--- src/rtl/r88_pkg.sv ---
// Shared definitions for the r88 external memory controller.
//   - controller state encoding
//   - read value returned on a bus timeout (all-ones, sliced to DATA_W)
//   - default parameter values
package r88_pkg;

  typedef enum logic [1:0] {
    ST_IDLE,
    ST_ACCESS,
    ST_WAITRDY,
    ST_DONE
  } r88_state_t;

  localparam int unsigned R88_DATA_W_DEF      = 8;
  localparam int unsigned R88_ADDR_W_DEF      = 16;
  localparam int unsigned R88_WAIT_STATES_DEF = 0;
  localparam int unsigned R88_TIMEOUT_DEF     = 255;
  localparam int unsigned R88_AUTO_INC_DEF    = 1;

  // Widest supported timeout read value; users slice it to their DATA_W.
  localparam logic [63:0] R88_TO_RDATA_MAX = '1;
  localparam logic [R88_DATA_W_DEF-1:0] R88_TO_RDATA = R88_TO_RDATA_MAX[R88_DATA_W_DEF-1:0];

endpackage

--- src/rtl/r88_mem_ctrl_ws_wait_counter.sv ---
// Loadable down-counter with a zero flag. Used for the fixed wait-state
// count and for the memReady timeout count.
//   i_clk      clock
//   i_rst      synchronous active-high reset (count -> 0)
//   i_load     load i_load_val (has priority over i_dec)
//   i_load_val value to load
//   i_dec      decrement; saturates at zero
//   o_count    current count
//   o_zero     count == 0
module r88_wait_counter #(
  parameter int unsigned W = 4
) (
  input  logic         i_clk,
  input  logic         i_rst,
  input  logic         i_load,
  input  logic [W-1:0] i_load_val,
  input  logic         i_dec,
  output logic [W-1:0] o_count,
  output logic         o_zero
);

  logic [W-1:0] r_count;

  always_ff @(posedge i_clk) begin
    if (i_rst) begin
      r_count <= '0;
    end else if (i_load) begin
      r_count <= i_load_val;
    end else if (i_dec && (r_count != '0)) begin
      r_count <= r_count - W'(1);
    end
  end

  assign o_count = r_count;
  assign o_zero  = (r_count == '0);

endmodule

--- src/rtl/r88_mem_ctrl_ws.sv ---
// External memory controller with programmable wait states, memReady
// handshake, bus timeout and optional address auto-increment.
//   sysClock/resetReq      clock, synchronous active-high reset
//   intDIn / intDOut       internal data bus in (address bytes, write data) / read data out
//   mc_write_low/high      load latchAddr low / high part from intDIn
//   mc_use_regAddr,regAddr use the register-block address instead of latchAddr
//   reqRead / reqWrite     start an access (read wins if both)
//   busy, done, timeoutErr access status (done/timeoutErr are 1-cycle pulses)
//   extA, extDOut, extDOutEn, extDIn, readMem, writeMem, memReady  external bus
module r88_mem_ctrl_ws
  import r88_pkg::*;
#(
  parameter int unsigned DATA_W      = R88_DATA_W_DEF,
  parameter int unsigned ADDR_W      = R88_ADDR_W_DEF,
  parameter int unsigned WAIT_STATES = R88_WAIT_STATES_DEF,
  parameter int unsigned TIMEOUT     = R88_TIMEOUT_DEF,
  parameter int unsigned AUTO_INC    = R88_AUTO_INC_DEF
) (
  input  logic              sysClock,
  input  logic              resetReq,
  input  logic [DATA_W-1:0] intDIn,
  output logic [DATA_W-1:0] intDOut,
  input  logic              mc_write_low,
  input  logic              mc_write_high,
  input  logic              mc_use_regAddr,
  input  logic [ADDR_W-1:0] regAddr,
  input  logic              reqRead,
  input  logic              reqWrite,
  output logic              busy,
  output logic              done,
  output logic              timeoutErr,
  output logic [ADDR_W-1:0] extA,
  output logic [DATA_W-1:0] extDOut,
  output logic              extDOutEn,
  input  logic [DATA_W-1:0] extDIn,
  output logic              readMem,
  output logic              writeMem,
  input  logic              memReady
);

  localparam int unsigned WS_W = 4;
  localparam int unsigned TO_W = 8;
  localparam logic [DATA_W-1:0] TO_RDATA = R88_TO_RDATA_MAX[DATA_W-1:0];

  r88_state_t r_state, w_next;

  logic [ADDR_W-1:0] r_latch;
  logic [ADDR_W-1:0] r_extA;
  logic [DATA_W-1:0] r_extDOut;
  logic [DATA_W-1:0] r_intDOut;
  logic              r_isRead;
  logic              r_useLatch;
  logic              r_timeout;

  logic              w_accept;
  logic              w_waitDec;
  logic              w_toLoad;
  logic              w_toDec;
  logic              w_finish;
  logic              w_timeout;
  logic              w_autoInc;
  logic              w_strobe;
  logic              w_waitZero;
  logic              w_toZero;
  logic [WS_W-1:0]   w_waitCnt;
  logic [TO_W-1:0]   w_toCnt;
  logic              w_unused_waitcnt;

  r88_wait_counter #(.W(WS_W)) u_wait_cnt (
    .i_clk      (sysClock),
    .i_rst      (resetReq),
    .i_load     (w_accept),
    .i_load_val (WS_W'(WAIT_STATES)),
    .i_dec      (w_waitDec),
    .o_count    (w_waitCnt),
    .o_zero     (w_waitZero)
  );

  r88_wait_counter #(.W(TO_W)) u_to_cnt (
    .i_clk      (sysClock),
    .i_rst      (resetReq),
    .i_load     (w_toLoad),
    .i_load_val (TO_W'(TIMEOUT)),
    .i_dec      (w_toDec),
    .o_count    (w_toCnt),
    .o_zero     (w_toZero)
  );

  assign w_unused_waitcnt = ^w_waitCnt;

  always_ff @(posedge sysClock) begin
    if (resetReq) begin
      r_state <= ST_IDLE;
    end else begin
      r_state <= w_next;
    end
  end

  always_comb begin
    w_next    = r_state;
    w_accept  = 1'b0;
    w_waitDec = 1'b0;
    w_toLoad  = 1'b0;
    w_toDec   = 1'b0;
    w_finish  = 1'b0;
    w_timeout = 1'b0;
    unique case (r_state)
      ST_IDLE: begin
        if (reqRead || reqWrite) begin
          w_accept = 1'b1;
          w_next   = ST_ACCESS;
        end
      end
      ST_ACCESS: begin
        if (!w_waitZero) begin
          w_waitDec = 1'b1;
        end else if (memReady) begin
          w_finish = 1'b1;
          w_next   = ST_DONE;
        end else begin
          w_toLoad = 1'b1;
          w_next   = ST_WAITRDY;
        end
      end
      ST_WAITRDY: begin
        if (memReady) begin
          w_finish = 1'b1;
          w_next   = ST_DONE;
        end else if ((w_toCnt == TO_W'(1)) || w_toZero) begin
          // zero only reachable with an out-of-range TIMEOUT; treat as expired
          w_finish  = 1'b1;
          w_timeout = 1'b1;
          w_next    = ST_DONE;
        end else begin
          w_toDec = 1'b1;
        end
      end
      ST_DONE: begin
        w_next = ST_IDLE;
      end
      default: begin
        w_next = ST_IDLE;
      end
    endcase
  end

  assign w_autoInc = (AUTO_INC != 0) && (r_state == ST_DONE) && r_useLatch;

  always_ff @(posedge sysClock) begin
    if (resetReq) begin
      r_latch    <= '0;
      r_extA     <= '0;
      r_extDOut  <= '0;
      r_intDOut  <= '0;
      r_isRead   <= 1'b0;
      r_useLatch <= 1'b0;
      r_timeout  <= 1'b0;
    end else begin
      if (w_accept) begin
        r_isRead   <= reqRead;
        r_useLatch <= ~mc_use_regAddr;
        r_extA     <= mc_use_regAddr ? regAddr : r_latch;
        if (!reqRead) begin
          r_extDOut <= intDIn;
        end
      end
      if (w_finish) begin
        r_timeout <= w_timeout;
        if (r_isRead) begin
          r_intDOut <= w_timeout ? TO_RDATA : extDIn;
        end
      end
      // A latch write in the DONE cycle suppresses the auto-increment entirely.
      if (mc_write_low || mc_write_high) begin
        if (mc_write_low) begin
          r_latch[DATA_W-1:0] <= intDIn;
        end
        if (mc_write_high) begin
          r_latch[ADDR_W-1:DATA_W] <= intDIn[ADDR_W-DATA_W-1:0];
        end
      end else if (w_autoInc) begin
        r_latch <= r_latch + ADDR_W'(1);
      end
    end
  end

  assign w_strobe   = (r_state == ST_ACCESS) || (r_state == ST_WAITRDY);
  assign busy       = (r_state != ST_IDLE);
  assign done       = (r_state == ST_DONE);
  assign timeoutErr = (r_state == ST_DONE) && r_timeout;
  assign readMem    = w_strobe && r_isRead;
  assign writeMem   = w_strobe && !r_isRead;
  assign extDOutEn  = w_strobe && !r_isRead;
  assign extA       = r_extA;
  assign extDOut    = r_extDOut;
  assign intDOut    = r_intDOut;

endmodule
--- config.mk ---
export PLATFORM = sky130hd
export DESIGN_NAME = r88_mem_ctrl_ws
export DESIGN_NICKNAME = d
export VERILOG_FILES = /design/src/rtl/r88_pkg.sv /design/src/rtl/r88_mem_ctrl_ws_wait_counter.sv /design/src/rtl/r88_mem_ctrl_ws.sv
export SDC_FILE = /design/constraint.sdc
export NUM_CORES = 1
export LEC_CHECK = 0
export BUFFER_PORTS_ARGS = -buffer_cell sky130_fd_sc_hd__buf_4
export CORE_MARGIN = 4
export CORE_UTILIZATION = 40
export CTS_CLUSTER_DIAMETER = 200
export CTS_CLUSTER_SIZE = 30
export DETAILED_ROUTE_END_ITERATION = 12
export SKIP_CTS_REPAIR_TIMING = 1
export SYNTH_ARGS = -nofsm -noshare
export SYNTH_HDL_FRONTEND = slang
export SYNTH_SLANG_ARGS = --single-unit
--- constraint.sdc ---
create_clock -name sysClock -period 2.05 [get_ports sysClock]
set_input_delay 0.3075 -clock sysClock [delete_from_list [all_inputs] [get_ports sysClock]]
set_output_delay 0.3075 -clock sysClock [all_outputs]
set_load 0.01 [all_outputs]
# After elaboration in Yosys (flattened, before gate mapping)
# Cells that the tools add are included.
[totals] latchBits=0 mem_bits_rw=0 wordCells=81 rom_bits=0 mem_count=0 input_bits=40 output_inout_bits=38 regBits=65
[op_classes] shifts=0 n_eq_ne=9 div=0 add_sub_neg=3 magnitude_cmp=0 n_reduce_logical=25 bitwise_logic=2 mul=0 mux=31
[ops] cell="16-bit 2-to-1 mux" n=3
[ops] cell="8-bit 2-to-1 mux" n=5
[ops] cell="1-bit 2-to-1 mux" n=17
[ops] cell="16-bit by 1-bit adder with 16-bit output, second input constant" n=1
[ops] cell="8-bit by 1-bit equality test with 1-bit output, second input constant" n=1
[ops] cell="8-bit zero test" n=1
[ops] cell="2-bit 2-to-1 mux" n=4
[ops] cell="2-bit inequality test, second input constant" n=4
[ops] cell="2-bit case mux with 4 select lines" n=1
[ops] cell="2-bit AND reduction" n=4
[ops] cell="8-bit nonzero test" n=1
[ops] cell="8-bit by 1-bit subtractor with 8-bit output, second input constant" n=1
[ops] cell="1-bit logical AND" n=6
[ops] cell="2-bit nonzero test" n=3
[ops] cell="2-bit equality test, second input constant" n=2
[ops] cell="4-bit zero test" n=1
[ops] cell="1-bit logical OR" n=4
[ops] cell="4-bit nonzero test" n=1
[ops] cell="4-bit by 1-bit subtractor with 4-bit output, second input constant" n=1
[ops] cell="3-bit inequality test, second input constant" n=1
[ops] cell="3-bit AND reduction" n=1
[ops] cell="2-bit by 1-bit equality test with 1-bit output, second input constant" n=1
[ops] cell="2-bit zero test" n=1
[ops] cell="1-bit inverter" n=2
[ops] cell="3 further kinds" n=3

# Logic depth before layout (Yosys ltp)
[depth] ltp_word=8 depth_mapped=7

# Modules after synthesis
# Synthesis repeated with hierarchy kept, for this count alone.
[hier_totals] cells_unflattened=398 area_unflattened_um2=3435.8
[modules_own_cells] mod="r88_mem_ctrl_ws" cells_per_inst=310 n_inst=1 area_per_inst_um2=2657.5 seq_area_each_um2=1061.0
[modules_own_cells] mod="r88_wait_counter (u_to_cnt)" cells_per_inst=59 n_inst=1 area_per_inst_um2=515.5 seq_area_each_um2=160.2
[modules_own_cells] mod="r88_wait_counter (u_wait_cnt)" cells_per_inst=29 n_inst=1 area_per_inst_um2=262.8 seq_area_each_um2=80.1

# Worst setup path after synthesis
# Ideal clock, no wire load.
[synth_path] path_type="reg-to-reg" start="register r_state[1]" end="register r_intDOut[0] (netlist: intDOut[0])" path_buffers=0 stages_incl_launch_ff=7 setup_slack_ns=0.127 arrival_time_ns=1.805 period_less_slack_ns=1.923 path_cell_list="dfxtp_1 inv_1 ha_1 nor4bb_1 o211ai_1 o21ai_1 o221a_2"
[synth_between] elab_chain_cells=3
[synth_lines] item="start, declared" line_no="r88_mem_ctrl_ws.sv:45" source="r88_state_t r_state, w_next;"
[synth_lines] item="start signal, assigned" line_no="r88_mem_ctrl_ws.sv:95" source="r_state <= w_next;"
[synth_lines] item="2-bit equality test / 2-bit by 1-bit equality test with 1-bit output (equally long branches)" line_no="r88_mem_ctrl_ws.sv:107" source="unique case (r_state)"
[synth_lines] item="1-bit case mux with 2 select lines / 1-bit 2-to-1 mux (equally long branches)" line_no="r88_mem_ctrl_ws.sv:107"
[synth_lines] item="2-bit AND reduction (no source line) / 8-bit 2-to-1 mux (equally long branches)"
[synth_lines] item="end signal, assigned" line_no="r88_mem_ctrl_ws.sv:170" source="r_intDOut <= w_timeout ? TO_RDATA : extDIn;"
[synth_lines] item="end, declared" line_no="r88_mem_ctrl_ws.sv:50" source="logic [DATA_W-1:0] r_intDOut;"
# Parallel ways exist; a longest one is shown, timed or not.
# A chain may end at the register's enable or synchronous reset.

# Worst setup path after layout
[layout_path] start="register r_state[0]" end="register u_to_cnt.r_count[1] (netlist: u_to_cnt.o_count[1])"
[layout_between] elab_chain_cells=4
[layout_lines] item="2-bit equality test" line_no="r88_mem_ctrl_ws.sv:107"
[layout_lines] item="1-bit 2-to-1 mux" line_no="r88_mem_ctrl_ws.sv:107"
[layout_lines] item="1-bit logical AND" line_no="r88_mem_ctrl_ws_wait_counter.sv:29" source="end else if (i_dec && (r_count != '0)) begin"
[layout_lines] item="2-bit nonzero test (no source line)"
[layout_lines] item="end signal, assigned" line_no="r88_mem_ctrl_ws_wait_counter.sv:28" source="r_count <= i_load_val;"
[layout_lines] item="end signal, assigned" line_no="r88_mem_ctrl_ws_wait_counter.sv:30" source="r_count <= r_count - W'(1);"
[layout_lines] item="end, declared" line_no="r88_mem_ctrl_ws_wait_counter.sv:22" source="logic [W-1:0] r_count;"
# Parallel ways exist; a longest one is shown, timed or not.

==> results.txt <==
----------------------------------------------------
[Outcome]
  Run status ... finished clean

[Route]
  Remaining routing DRC violations ... 0
  Final routed wire length divided by cell count ... 15.6 um
  Router iterations before antenna repair ... 4
  Remaining antenna violation count after routing ... 0
  Vias after detailed routing ... 2,959
  Total detailed-routing wirelength ... 8530 um
  Per-cell via count in the routed design ... 5.41
  Number of design-rule violations left by the first detailed-router iteration ... 152

[STA]
  Tightest slew margin relative to the limit ... 72.7%
  Finish-stage setup viols ... 0
  Highest clock frequency the design can meet ... 534 MHz
  Final worst path period need ... 1870 ps
  Setup Total Neg Slack ... 0 ps
  Endpoints failing hold ... 0
  Worst slew pin tran ... 407 ps
  Max Slew Vio Count ... 0
  Setup repair after global routing missed its margin ... no
  Share of the cycle needed by the critical path after routing ... 91.4%
  Layout Skew ... 7.95 ps

[Placed design]
  Cell area after placement ... 0.00392 mm^2
  Total half-perimeter wirelength after legalization and detailed placement ... 6260 um
  Weighted congestion at the end of routability-driven global placement ... 0.822
  Total of buffers placed on input and output ports ... 77

[Hold path]
  Hold path startpoint ... intDIn[7]
  Hold WC Path Type ... input port to register
  Hold EP ... extDOut[7]
  Worst hold stages ... 3

[Logic synthesis]
  Fraction of the mapped netlist area in compound gates ... 20.2%
  Net count of the mapped netlist ... 415
  Unique cell type count in the Yosys netlist ... 58
  Flop and latch count out of synthesis ... 65
  Post-synthesis cell area ... 0.00324 mm^2
  Xor and xnor area share after synthesis ... 1.89%
  Average cell area after synthesis ... 8.86 um^2
  Top FF cell, synth ... sky130_fd_sc_hd__dfxtp_1
  Synth top area share ... 40.1%
  Post-Synth Simple-Gate Area ... 20.8%
  Sequential-to-total area share from yosys stat ... 40.1%
  Share of async-settable or async-resettable flops after synthesis ... 0%
  Yosys synthesis warning count ... 0
  Synthesized instance count ... 366
  Main combinational cell family by area after synthesis ... simple AND/OR/NAND/NOR gates
  Multiplexer area fraction after synthesis ... 8.99%
  Number of flops mapped to enable cells by yosys ... 0
  Synthesized-area fraction occupied by adder cells ... 3.47%
  Top cells by area in the synthesized netlist ... sky130_fd_sc_hd__dfxtp_1 (40%), sky130_fd_sc_hd__mux2i_1 (8.6%), sky130_fd_sc_hd__nor2_1 (5.4%), sky130_fd_sc_hd__a211oi_1 (4.6%), sky130_fd_sc_hd__ha_1 (3.5%)
  Most area-hungry cell type in the Yosys netlist ... sky130_fd_sc_hd__dfxtp_1

[Finish]
  Area growth from synthesis to final layout ... 29.2%
  Post-layout net count ... 489
  Number of antenna diodes ... 0
  Share of the core filled with cells ... 53.7%
  Final design instance area without fill ... 0.00419 mm^2
  Share of post-route cells with drive strength above 1 ... 27.0%
  Fill cell total of the finished layout ... 744

[Die]
  Initial core utilization ... 41.6%
  CORE AREA ... 0.00781 mm^2
  Row Count ... 32
  Overall die area ... 0.00962 mm^2
  Die W ... 98.1 um
  # IOs ... 78
  Die Span Y ... 98.1 um

[CTS]
  Clock latency reported for the late side of the worst-skew pair ... 350 ps
  Clock transition at the registers of the reported paths ... 70 ps
  Buffer type at the clock tree root ... sky130_fd_sc_hd__clkbuf_8
  CTS max path bufs ... 2
  Clock buffer count from CTS ... 9
  Number of clock sinks seen by CTS ... 65
  CTS tree ... yes
  Number of levels in the clock H-tree ... 3

[Setup path]
  Worst path required time ... 2330 ps
  CP max stage delay ... 360 ps
  Critical setup path kind ... register to register
  Slack of the worst reg-to-reg path ... 180 ps
  Launch instance of the worst register-to-register path ... r_state[0]
  Slowest cell on crit path ... sky130_fd_sc_hd__mux2_2
  R2r endpoint ... u_to_cnt.o_count[1]
  Path depth of the worst reg2reg path ... 6
  Worst Setup End Kind ... register
  Highest fanout seen on the critical path ... 7
  Crit path cell chain ... inv_1 > ha_1 > nor2b_1 > o31a_1 > mux2_2 > a21oi_1
  Startpoint class of the critical path ... register
  CP Data Arrival Time ... 2150 ps

[Global route]
  Pin count of the biggest net entering global routing ... 40
  Wire length of the first global-routing pass ... 14,100 um
  Aggregate global-route resource usage ... 18.0%
  Initial antenna violation count ... 0
  Number of global-route vias before repair ... 2,816
  GRT overflow ... 0

[Power]
  Leak ... 1.81 nW
  Power density cells ... 1160 mW/mm^2
  Power consumption ... 4.86 mW
  Worst IR drop on VDD ... 0.000562 V

[Job]
  # Max-Cap Violations ... 0

----------------------------------------------------
cells in the mapped netlist (all sizes together) (6+ instances only):
| master | n |
|---|---|
| mux2i | 28 |
| o21ai | 11 |
| a21oi | 8 |
| clkbuf | 20 |
| nand2 | 22 |
| inv | 11 |
| nand3 | 13 |
| o221a | 8 |
| a31oi | 6 |
| ha | 9 |
| nor3 | 8 |
| nor2 | 47 |
| a211oi | 20 |
| dfxtp | 65 |
| and3 | 6 |
worst max-delay path: cells and delay by family (launching register included):
family	cells	cell delay, ps
flops	1	330
mux	1	360
fa+ha+maj	1	310
buf+inv	1	130
compound gates	2	420
simple gates	1	250
final cells by class:
cell class                 instances  area, um^2  share of cell area [%]
inverter                          11        41.3                   0.985
clock buffer                      11         141                    3.37
timing repair buffer              88         673                    16.1
multi-input combinational        265        1810                    43.1
clock inverter                     5         103                    2.45
tap                              102         128                    3.04
sequential                        65        1300                    31.0
sequential cells by signal (all words and copies together) (netlist names):
register            cells
intDOut                 8
extDOut                 8
r_latch                16
r_state                 2
r_timeout               1
extA                   16
u_to_cnt.o_count        8
r_isRead                1
u_wait_cnt.o_count      4
r_useLatch              1
cells by family after synthesis:
family	after synthesis
mux	29
xor+xnor	7
fa+ha+maj	9
flops	65
compound gates	86
buf+inv	36
simple gates	134
placed cells by master, fill, tap and decap left out, drive strengths merged, types with 4 or more instances in the layout:
| master | n |
|---|---|
| a211oi | 20 |
| a21oi | 8 |
| a31oi | 6 |
| and2 | 5 |
| and3 | 6 |
| buf | 88 |
| clkbuf | 11 |
| dfxtp | 65 |
| ha | 9 |
| inv | 11 |
| mux2i | 28 |
| nand2 | 22 |
| nand3 | 13 |
| nand4 | 5 |
| nor2 | 47 |
| nor3 | 8 |
| o211ai | 4 |
| o21ai | 11 |
| o221a | 8 |
| o31ai | 5 |
| or3 | 4 |
| xnor2 | 4 |
how the worst max path moves through the flow:
stage	from	endpoint	slack [ps]	cells past startpoint
after global routing	r_state[0]	u_to_cnt.o_count[1]	20	6
after floorplan	r_state[1]	intDOut[0]	130	6
after global placement	r_state[1]	intDOut[7]	200	7
after detailed placement	r_state[0]	u_to_cnt.o_count[1]	160	6
after CTS	r_state[0]	u_to_cnt.o_count[1]	130	6
final	r_state[0]	u_to_cnt.o_count[1]	180	6
where the power goes:
part	internal, mW	leakage [nW]	switching (mW)
combinational	0.870	1.15	0.937
clock	0.840	0.120	0.501
sequential	1.52	0.534	0.194
per-stage QoR:
step	worst slack, ps	hold slack (ps)	std cells
floorplan	127	451	366
global placement	201	476	529
detailed placement	158	477	529
CTS	132	188	545
global route	22.2	213	547
finish	176	207	547
metal layers:
metal  part of all wire (%)  up-vias  global-route usage [%]
li1                       -     1499                       -
met1                     47     1389                    24.1
met2                     47       62                    28.3
met3                    4.8        9                    5.29
met4                    1.2        0                    5.11
met5                      0        -                       0
Power figures use the tool's default switching activity.
